## src/rtl/spi_regfile_target.sv

```systemverilog
// spi_regfile_target: SPI mode-0 register-file target with opcode/address framing and sequential access
module spi_regfile_target #(
    parameter int                    NUM_REGS   = 22,
    parameter logic [6:0]            DEV_OPCODE = 7'h20,
    parameter bit                    SEQ_EN     = 1'b1,
    parameter logic [NUM_REGS-1:0]   RO_MASK    = '0,
    parameter logic [NUM_REGS*8-1:0] REG_INIT   = '0
) (
    input  logic                    sclk_i,
    input  logic                    rst,
    input  logic                    csn_i,
    input  logic                    mosi_i,
    output logic                    miso_o,
    output logic                    miso_oe_o,
    input  logic [NUM_REGS*8-1:0]   ext_i,
    output logic [NUM_REGS*8-1:0]   regs_o,
    output logic                    wr_stb_o,
    output logic [7:0]              wr_addr_o,
    output logic [7:0]              wr_data_o
);
    typedef enum logic [2:0] {OPCODE, ADDR, WDATA, RDATA, IGNORE} state_t;

    state_t                state_q, state_d;
    logic [2:0]            bit_q, bit_d;
    logic [6:0]            sh_q, sh_d;
    logic [7:0]            ptr_q, ptr_d, ptr_nxt, byte_w, rd_byte;
    logic                  rw_q, rw_d, hit, ro_hit, commit;
    logic [7:0]            tx_q, tx_d;
    logic                  oe_q, oe_d;
    logic [NUM_REGS*8-1:0] regs_q, regs_d;
    logic                  wr_stb_q, wr_stb_d;
    logic [7:0]            wr_addr_q, wr_addr_d, wr_data_q, wr_data_d;

    always_comb begin
        hit = 1'b0;
        ro_hit = 1'b0;
        rd_byte = 8'h00;
        for (int n = 0; n < NUM_REGS; n++)
            if (ptr_q == 8'(n)) begin
                hit = 1'b1;
                ro_hit = RO_MASK[n];
                rd_byte = RO_MASK[n] ? ext_i[8*n +: 8] : regs_q[8*n +: 8];
            end
        ptr_nxt = (!SEQ_EN || !hit) ? ptr_q : (ptr_q == 8'(NUM_REGS - 1)) ? 8'h00 : ptr_q + 8'd1;
    end

    always_comb begin
        byte_w = {sh_q, mosi_i};
        sh_d = byte_w[6:0];
        bit_d = bit_q - 3'd1;
        state_d = state_q;
        ptr_d = ptr_q;
        rw_d = rw_q;
        commit = 1'b0;
        if (bit_q == 3'd0)
            case (state_q)
                OPCODE: begin
                    state_d = (byte_w[7:1] == DEV_OPCODE) ? ADDR : IGNORE;
                    rw_d = byte_w[0];
                end
                ADDR: begin
                    ptr_d = byte_w;
                    state_d = rw_q ? RDATA : WDATA;
                end
                WDATA: begin
                    commit = hit && !ro_hit;
                    ptr_d = ptr_nxt;
                end
                RDATA: ptr_d = ptr_nxt;
                default: ;
            endcase
        // bit_q == 7 on the falling edge right after a byte boundary: load the next read byte
        tx_d = (rst || state_q != RDATA) ? 8'h00 : (bit_q == 3'd7) ? rd_byte : {tx_q[6:0], 1'b0};
        oe_d = !rst && state_q == RDATA;
        wr_stb_d = commit;
        wr_addr_d = commit ? ptr_q : wr_addr_q;
        wr_data_d = commit ? byte_w : wr_data_q;
        regs_d = regs_q;
        for (int n = 0; n < NUM_REGS; n++)
            if (commit && ptr_q == 8'(n)) regs_d[8*n +: 8] = byte_w;
        if (rst) begin
            state_d = OPCODE;
            bit_d = 3'd7;
            sh_d = '0;
            ptr_d = '0;
            rw_d = 1'b0;
            regs_d = REG_INIT;
            wr_stb_d = 1'b0;
            wr_addr_d = '0;
            wr_data_d = '0;
        end
    end

    always_ff @(posedge sclk_i or posedge csn_i) begin
        if (csn_i) begin
            state_q <= OPCODE;
            bit_q <= 3'd7;
            sh_q <= '0;
            ptr_q <= '0;
            rw_q <= 1'b0;
        end else begin
            state_q <= state_d;
            bit_q <= bit_d;
            sh_q <= sh_d;
            ptr_q <= ptr_d;
            rw_q <= rw_d;
        end
    end

    always_ff @(negedge sclk_i or posedge csn_i) begin
        if (csn_i) begin
            tx_q <= '0;
            oe_q <= 1'b0;
        end else begin
            tx_q <= tx_d;
            oe_q <= oe_d;
        end
    end

    always_ff @(posedge sclk_i) begin
        regs_q <= regs_d;
        wr_stb_q <= wr_stb_d;
        wr_addr_q <= wr_addr_d;
        wr_data_q <= wr_data_d;
    end

    assign miso_o = tx_q[7];
    assign miso_oe_o = oe_q;
    assign regs_o = regs_q;
    assign wr_stb_o = wr_stb_q;
    assign wr_addr_o = wr_addr_q;
    assign wr_data_o = wr_data_q;
endmodule
```

## config.mk

```make
export PLATFORM = sky130hd
export DESIGN_NAME = spi_regfile_target
export DESIGN_NICKNAME = d
export VERILOG_FILES = /design/src/rtl/spi_regfile_target.sv
export SDC_FILE = /design/constraint.sdc
export NUM_CORES = 1
export LEC_CHECK = 0
export ABC_CLOCK_PERIOD_IN_PS = 3080
export BUFFER_PORTS_ARGS = -buffer_cell sky130_fd_sc_hd__buf_2
export CORE_MARGIN = 2
export CORE_UTILIZATION = 40
export CTS_CLUSTER_DIAMETER = 100
export DETAILED_ROUTE_END_ITERATION = 12
export PLACE_DENSITY = 0.75
export RECOVER_POWER = 50
export SYNTH_ARGS = -nofsm -noshare
export SYNTH_HDL_FRONTEND = slang
export SYNTH_SLANG_ARGS = --single-unit
export TNS_END_PERCENT = 1
```

## constraint.sdc

```tcl
create_clock -name sclk_i -period 3.08 [get_ports sclk_i]
set_input_delay 0.616 -clock sclk_i [delete_from_list [all_inputs] [get_ports sclk_i]]
set_output_delay 0.616 -clock sclk_i [all_outputs]
set_load 0.02 [all_outputs]
```

# Yosys cells after proc, flatten, opt, wreduce, memory -nomap -nowiden

Index checks and enable logic that the tools add are counted.

Register bits: 224
Logic and storage cells: 161
Input port bits: 180
Output and inout bits: 195

Add/subtract/negate cells: 2
Mux-type cells: 63
Reductions and logical operators: 36
Equality and inequality tests: 28

Operators by type and width:

| kind                                                                     | number |
|---|---|
| 8-bit two-way mux                                                        | 28 |
| 8-bit by 4-bit equality test with 1-bit output (second input constant)   | 8 |
| 8-bit by 5-bit equality test with 1-bit output (second input constant)   | 6 |
| 8-bit by 3-bit equality test with 1-bit output (second input constant)   | 4 |
| 1-bit two-way mux                                                        | 28 |
| 1-bit logical AND                                                        | 23 |
| 8-bit by 2-bit equality test with 1-bit output (second input constant)   | 2 |
| 8-bit case mux with 2 select lines                                       | 1 |
| 3-bit two-way mux                                                        | 4 |
| 8-bit by 1-bit adder with 8-bit output (second input constant)           | 1 |
| 8-bit by 1-bit equality test with 1-bit output (second input constant)   | 1 |
| 8-bit zero test                                                          | 1 |
| 7-bit by 6-bit equality test with 1-bit output (second input constant)   | 1 |
| 7-bit two-way mux                                                        | 1 |
| 3-bit by 2-bit equality test with 1-bit output (second input constant)   | 2 |
| 3-bit zero test                                                          | 2 |
| 3-bit case mux with 2 select lines                                       | 1 |
| 3-bit nonzero test                                                       | 2 |
| 2-bit AND reduction                                                      | 2 |
| 2-bit nonzero test                                                       | 2 |
| 3-bit by 1-bit equality test with 1-bit output (second input constant)   | 1 |
| 3-bit equality test (second input constant)                              | 1 |
| 3-bit by 1-bit inequality test with 1-bit output (second input constant) | 1 |
| 3-bit by 2-bit inequality test with 1-bit output (second input constant) | 1 |
| 5 further kinds                                                          | 5 |

# Depth between registers and ports, before layout

Gate-level depths: netlist of run 1.

Word-level depth: 27
Depth in mapped cells: 12
Depth with buffers taken out: 9

==> impl_metrics.csv, run 1 <==
group,metric,value,unit
critical_path,cp.arrival,2720,ps
critical_path,r2r-end,"tx_q[6]",
clock_network,insertion_delay,520,ps
die,rows,60,
synth,synth_xor_area_share,0.0811,%
synth,ys_seq_area_share,43.0,%
route,first_pass_iters,6,
critical_path,path_class,"reg2reg",
synth,yosysTopAreaCell,"dfxtp_1",
synth,synth-adder-area-share,0.811,%
place,numPlacedInstances,2034,
critical_path,slowest_delay,440,ps
clock_network,cts_buffers,25,
power,ir_drop,0.307,mV
synth,ys.flop_type,"dfxtp_1",
synth,synth_top_family_by_area,"simple AND/OR/NAND/NOR gates",
sta,rsz0062_at_grt,"yes",
sta,setup_viol,10,
global_routing,antenna_found_initial,0,
global_routing,grt_max_degree,99,
synth,yosys.area_share.simple,22.1,%
synth,synth_area_per_cell,8.09,µm²
clock_network,cts_max_level,1,
synth,synthArstFlopShare,13.8,%
critical_path,path_cells,"inv_2 > ha_4 > clkinvlp_4 > buf_6 > o311a_1 > a31oi_1 > a21oi_2 > o221a_2 > o21ai_2 > a21oi_1",
die,die_h,168,µm
synth,yosys.cell_types.count,75,
layout,layout.nets,1915,
flow_run,max-cap-violations,1,
critical_path,crit_path_end_kind,"flip-flop",
critical_path,rr_startpoint,"ptr_q[0]",
layout,n_antenna_cell,0,
run_status,failed_checks,"capacitance limit, slew limit, setup timing",
route,vias,12190,
power,p_clk_share,43.7,%
critical_path,r2r_slack,-810,ps
synth,yosys.area.top_type_share,35.8,%
die,die_w,168,µm
layout,stdcell_count,2083,
critical_path,startpoint_type,"flip-flop",
global_routing,grt_pass1_vias,11329,
place,place_hpwl,33.8,mm
power,p_int,4.76,mW
die,core,26700,µm²
synth,syn-cell-area,10800,µm²
place,dpl_cell_area,14000,µm²
die,start_util,40.4,%
global_routing,grt_use_total,31.2,%
clock_network,postCtsHoldBufs,0,
route,routed_wl,45.9,mm
critical_path,cp_top_family,"compound AO/OA/AOI/OAI gates",
layout,fillers,2551,
sta,drv_slew,99,
power,total_leakage_power,5.63,nW
die,io_pins,375,
power,switching_power,1.61,mW
layout,area_growth,36.4,%
sta,finalHoldViolCount,0,
route,wl_per_cell,22.0,µm
power,switching_share,25.3,%
clock_network,clk_pin_slew_worst_paths,70,ps
clock_network,cts_root_buffer,"clkbuf_16",
sta,setup_ws,-814,ps
synth,synth_compound_area_share,21.1,%
critical_path,critPathMaxFanout,6,
place,dpl_worst_slack,-1010,ps
layout,layout-drive-gt1-share,23.9,%
synth,synth_seq_cells,224,
route,vias_per_cell,5.85,
global_routing,grt_pass1_wl,68.3,mm
power,powerDensity,432,nW/µm²
route,drc_errors,0,
sta,slew_headroom,-29.9,%
clock_network,cts_tree,"yes",
power,power_frac_seq,46.0,%
critical_path,cp.required,1910,ps
route,first_iter_violations,1467,
synth,synth.area.top_cells,"dfxtp_1 36%, mux2i_1 8.2%, nand2_1 7.8%, a21oi_1 6.6%, nor2_1 4.6%",
layout,fin_area,14700,µm²
synth,syn_inst,1336,
critical_path,slowest_stage,"dfrtp_2",
synth,synth_edf_count,0,
clock_network,clkSinkCount,224,
sta,worst_pin_slew,1950,ps
synth,synthMuxAreaShare,8.15,%
sta,finalSetupTns,-6570,ps
place,port_buffers,198,
route,drtAntennaViolNets,0,
critical_path,reg2reg_depth,10,
place,gp_congestion,1.01,
global_routing,grt.overflow.total,0,
synth,yosysMostFrequentCell,"nand2_1",
die,die_area,28300,µm²
synth,synth_fp_nets,1523,
synth,synth_common_cells,"225 x nand2_1, 193 x dfxtp_1, 143 x a21oi_1",
sta,fin_skew,14.2,ps
clock_network,cts_max_path_buffers,3,
power,comb_power_share,10.3,%
min_path,hp-class,"in2async",
synth,synth_warnings,0,
run_status,status,"complete, but fails checks",
critical_path,critPathBufInv,3,
sta,fin_hold_ws,327,ps
[worst reg2reg max path: stages (launching register included)]
cell and delay [ps]:
dfrtp_2 440, inv_2 100, ha_4 190, clkinvlp_4 190, buf_6 160, o311a_1 280, a31oi_1 180, a21oi_2 110
o221a_2 310, o21ai_2 150, a21oi_1 80
[metal layers]
| layer | vias to the layer above | routed length [µm] | global-route usage (%) |
|---|---|---|---|
| met5 | - | 0 | 0 |
| met4 | 0 | 1240 | 8.13 |
| met3 | 94 | 5030 | 5.17 |
| met2 | 802 | 19100 | 45.9 |
| met1 | 5808 | 20500 | 47.1 |
| li1 | 5486 | - | - |
[power by group through the flow]
stage          logic (mW)  registers [mW]  clock network, mW
2_1_floorplan       0.318            2.98                  0
3_3_place_gp        0.596            2.99                  0
3_5_place_dp        0.600            2.99                  0
4_1_cts             0.638            2.93               2.80
5_1_grt             0.689            2.93               2.92
6_report            0.656            2.93               2.78
[how the worst max path moves through the flow]
stage                        start       to  slack (ps)  depth (start not counted)
after global placement    ptr_q[0]  tx_q[0]        -920                          9
after global routing      ptr_q[0]  tx_q[5]        -900                         11
final                     ptr_q[0]  tx_q[6]        -810                         10
after floorplan           ptr_q[4]  tx_q[4]        -590                          8
after detailed placement  ptr_q[0]  tx_q[0]       -1010                          9
after CTS                 ptr_q[0]  tx_q[6]        -790                         10
[state kept, by name (all words and copies together), names as in the netlist]
| name | flops |
|---|---|
| wr_addr_o | 8 |
| regs_o | 176 |
| tx_q | 8 |
| bit_q | 3 |
| rw_q | 1 |
| ptr_q | 8 |
| wr_data_o | 8 |
| wr_stb_o | 1 |
| state_q | 3 |
| sh_q | 7 |
| miso_oe_o | 1 |
[logic make-up (layout without fill, tap and decap cells)]
family	after synthesis	in the layout
adder cells (fa/ha/maj)	7	7
AND/OR/NAND/NOR	510	510
buffers and inverters	131	537
multiplexers	88	88
flip-flops	224	224
XOR/XNOR	1	1
AO/OA/AOI/OAI	375	375
[layout make-up]
type | instances | area (µm²) | area share [%]
clock buffers | 35 | 703 | 4.77
clock inverters | 6 | 38.8 | 0.263
inverters | 18 | 71.3 | 0.484
multi-input cells | 981 | 5890 | 40.0
flip-flops and latches | 224 | 4650 | 31.6
well taps | 341 | 427 | 2.90
repair buffers | 478 | 2950 | 20.0
[through the flow]
step / power, mW / utilization (%)
after floorplan: 3.30 / -
after global placement: 3.59 / 52.3
after detailed placement: 3.59 / 52.3
after CTS: 6.37 / 55.9
after global routing: 6.54 / 55.1
final: 6.37 / 55.1
[what timing repair did]
action / 4_1_cts / 5_1_grt
setup endpoints to repair: 21 / 31
resized for setup: 38 / 15
buffers inserted: 8 / 0
gates cloned: 0 / 0
pin swaps: 15 / 10
[cells in the final DEF (no fill, tap or decap), types with 24 or more instances in the layout]
cell type and n:
clkbuf_16 25, mux2i_1 88, buf_4 265, nor2_1 130
dfxtp_1 193, nand2_1 221, o21ai_0 75, a21oi_1 140
o21ai_1 27, clkbuf_1 185, nand3_1 24
No activity file was read; power rests on OpenSTA's default activity.
==> inputs of run 2 (changes only) <==
Settings changed: CELL_PAD_IN_SITES_DETAIL_PLACEMENT set to 1, CELL_PAD_IN_SITES_GLOBAL_PLACEMENT set to 2, CORE_UTILIZATION 40 to 28, PLACE_DENSITY 0.75 to 0.89.
==> impl_metrics.csv, run 2 (same netlist as run 1, synthesis figures left out) <==
group,metric,value,unit
sta,fin_skew,26.4,ps
sta,rsz0062_at_grt,"yes",
clock_network,cts_max_path_buffers,3,
run_status,status,"complete, but fails checks",
sta,setup_ws,-775,ps
critical_path,path_cells,"buf_12 > inv_6 > ha_4 > inv_4 > or3_4 > o2111ai_4 > a22oi_2 > o2111a_1 > a211oi_2 > o21ai_1",
place,port_buffers,198,
sta,finalHoldViolCount,0,
layout,seq_area,4650,µm²
min_path,min-delay-start,"wr_data_o[3]",
die,rows,71,
global_routing,antenna_found_initial,1,
clock_network,clkSinkCount,224,
place,dpl_worst_slack,-1230,ps
clock_network,cts_tree,"yes",
critical_path,critPathBufInv,3,
layout,multiInputGateArea,6070,µm²
power,power,7.15,mW
global_routing,grt_use_total,25.8,%
route,first_iter_violations,891,
layout,layout_common_cells,"255 x buf_4, 220 x nand2_1, 193 x dfxtp_1, 173 x clkbuf_1, 138 x a21oi_1",
clock_network,postCtsHoldBufs,0,
critical_path,path_class,"reg2reg",
clock_network,insertion_delay,560,ps
global_routing,grt_pass1_vias,12611,
clock_network,cts_root_buffer,"clkbuf_16",
layout,largest_reg_flops,176,
route,first_pass_iters,5,
layout,layout-drive-gt1-share,26.4,%
power,total_leakage_power,5.89,nW
route,vias_per_cell,5.37,
layout,final_util,41.0,%
die,die_area,40200,µm²
critical_path,crit_path_end_kind,"flip-flop",
clock_network,clk_pin_slew_worst_paths,60,ps
die,die_h,200,µm
sta,drv_slew,87,
layout,fillers,4640,
die,core,37800,µm²
route,wl_per_cell,23.9,µm
clock_network,cts_max_level,1,
critical_path,slowest_delay,420,ps
clock_network,cts_buffers,27,
critical_path,reg2reg_depth,10,
critical_path,cp.required,1920,ps
route,drtAntennaViolNets,0,
route,vias,12171,
critical_path,r2r-end,"tx_q[0]",
power,ir_drop,0.371,mV
global_routing,grt_pass1_wl,80.4,mm
critical_path,r2r_slack,-780,ps
critical_path,cp_top_family,"compound AO/OA/AOI/OAI gates",
critical_path,slowest_stage,"dfrtp_2",
global_routing,grt.overflow.total,0,
critical_path,worst-path-stages,10,
place,place_hpwl,39.3,mm
min_path,min_path_cells,2,
die,die_w,200,µm
critical_path,rr_startpoint,"ptr_q[0]",
global_routing,grt_max_degree,93,
sta,worst_pin_slew,1770,ps
critical_path,startpoint_type,"flip-flop",
run_status,failed_checks,"capacitance limit, slew limit, setup timing",
min_path,min_to,"wr_data_o[3]",
layout,area_growth,43.8,%
die,start_util,28.5,%
die,io_pins,375,
layout,layout.nets,1922,
sta,slew_headroom,-18.2,%
power,powerDensity,460,nW/µm²
sta,setup_viol,38,
place,gp_congestion,0.961,
flow_run,max-cap-violations,1,
route,routed_wl,54.2,mm
layout,final_common_cell,"buf_4",
route,drc_errors,0,
critical_path,cp.arrival,2700,ps
min_path,hp-class,"reg2reg",
critical_path,critPathMaxFanout,11,
layout,n_antenna_cell,0,
==> run 2: cell count changes in the layout (fill, tap and decap cells not counted), moves of 7 or more <==
cell	previous run	this run
nor2_2	13	6
buf_6	7	17
clkbuf_1	185	173
buf_2	19	30
buf_4	265	255
nor2_4	8	15
==> run 2: layout make-up <==
class,count,area share (%)
inverter,18,0.483
multi-input combinational,981,39.1
tap,511,4.12
sequential,224,30.0
clock buffer,40,5.19
timing repair buffer,483,20.2
clock inverter,9,0.991
==> run 2: repair_timing <==
action                     4_1_cts  5_1_grt
setup endpoints to repair       47       55
pin swaps                       21       23
gates resized for setup         52       60
buffers inserted                10        6
cloned                           1        0
==> run 2: stage by stage <==
| stage | setup TNS (ps) | hold slack [ps] | std cells | instance area [µm²] |
|---|---|---|---|---|
| 3_3_place_gp | -7250 | 447 | 2202 | 14200 |
| 6_report | -6910 | 458 | 2266 | 15500 |
| 2_1_floorplan | -4590 | 443 | 1336 | 11000 |
| 3_5_place_dp | -7770 | 451 | 2202 | 14200 |
| 4_1_cts | -6550 | 460 | 2261 | 15500 |
| 5_1_grt | -11220 | 490 | 2266 | 15500 |
==> run 2: layer usage <==
metal,GRT usage [%],wire (µm)
met5,0,15
met4,8.10,1540
met3,3.94,3230
met2,41.0,24400
met1,36.1,24900
==> run 2: power by group <==
part | switching, mW | internal, mW
clock network | 1.34 | 2.14
logic | 0.432 | 0.299
registers | 0.0202 | 2.91
==> run 2: worst max-delay path by stage <==
stage | from | end | slack, ps
after floorplan | ptr_q[4] | tx_q[4] | -590
after global placement | ptr_q[1] | tx_q[5] | -1200
after detailed placement | ptr_q[1] | tx_q[5] | -1230
after CTS | ptr_q[6] | tx_q[7] | -790
after global routing | ptr_q[1] | tx_q[4] | -880
final | ptr_q[0] | tx_q[0] | -780
==> run 2: worst register-to-register path: cells and delay by family, from the launching register on <==
kind	cells	cell delay, ps
AOI/OAI and AO/OA	5	850
adders and majority gates	1	200
buffers and inverters	3	300
DFF	1	420
and+or+nand+nor	1	390
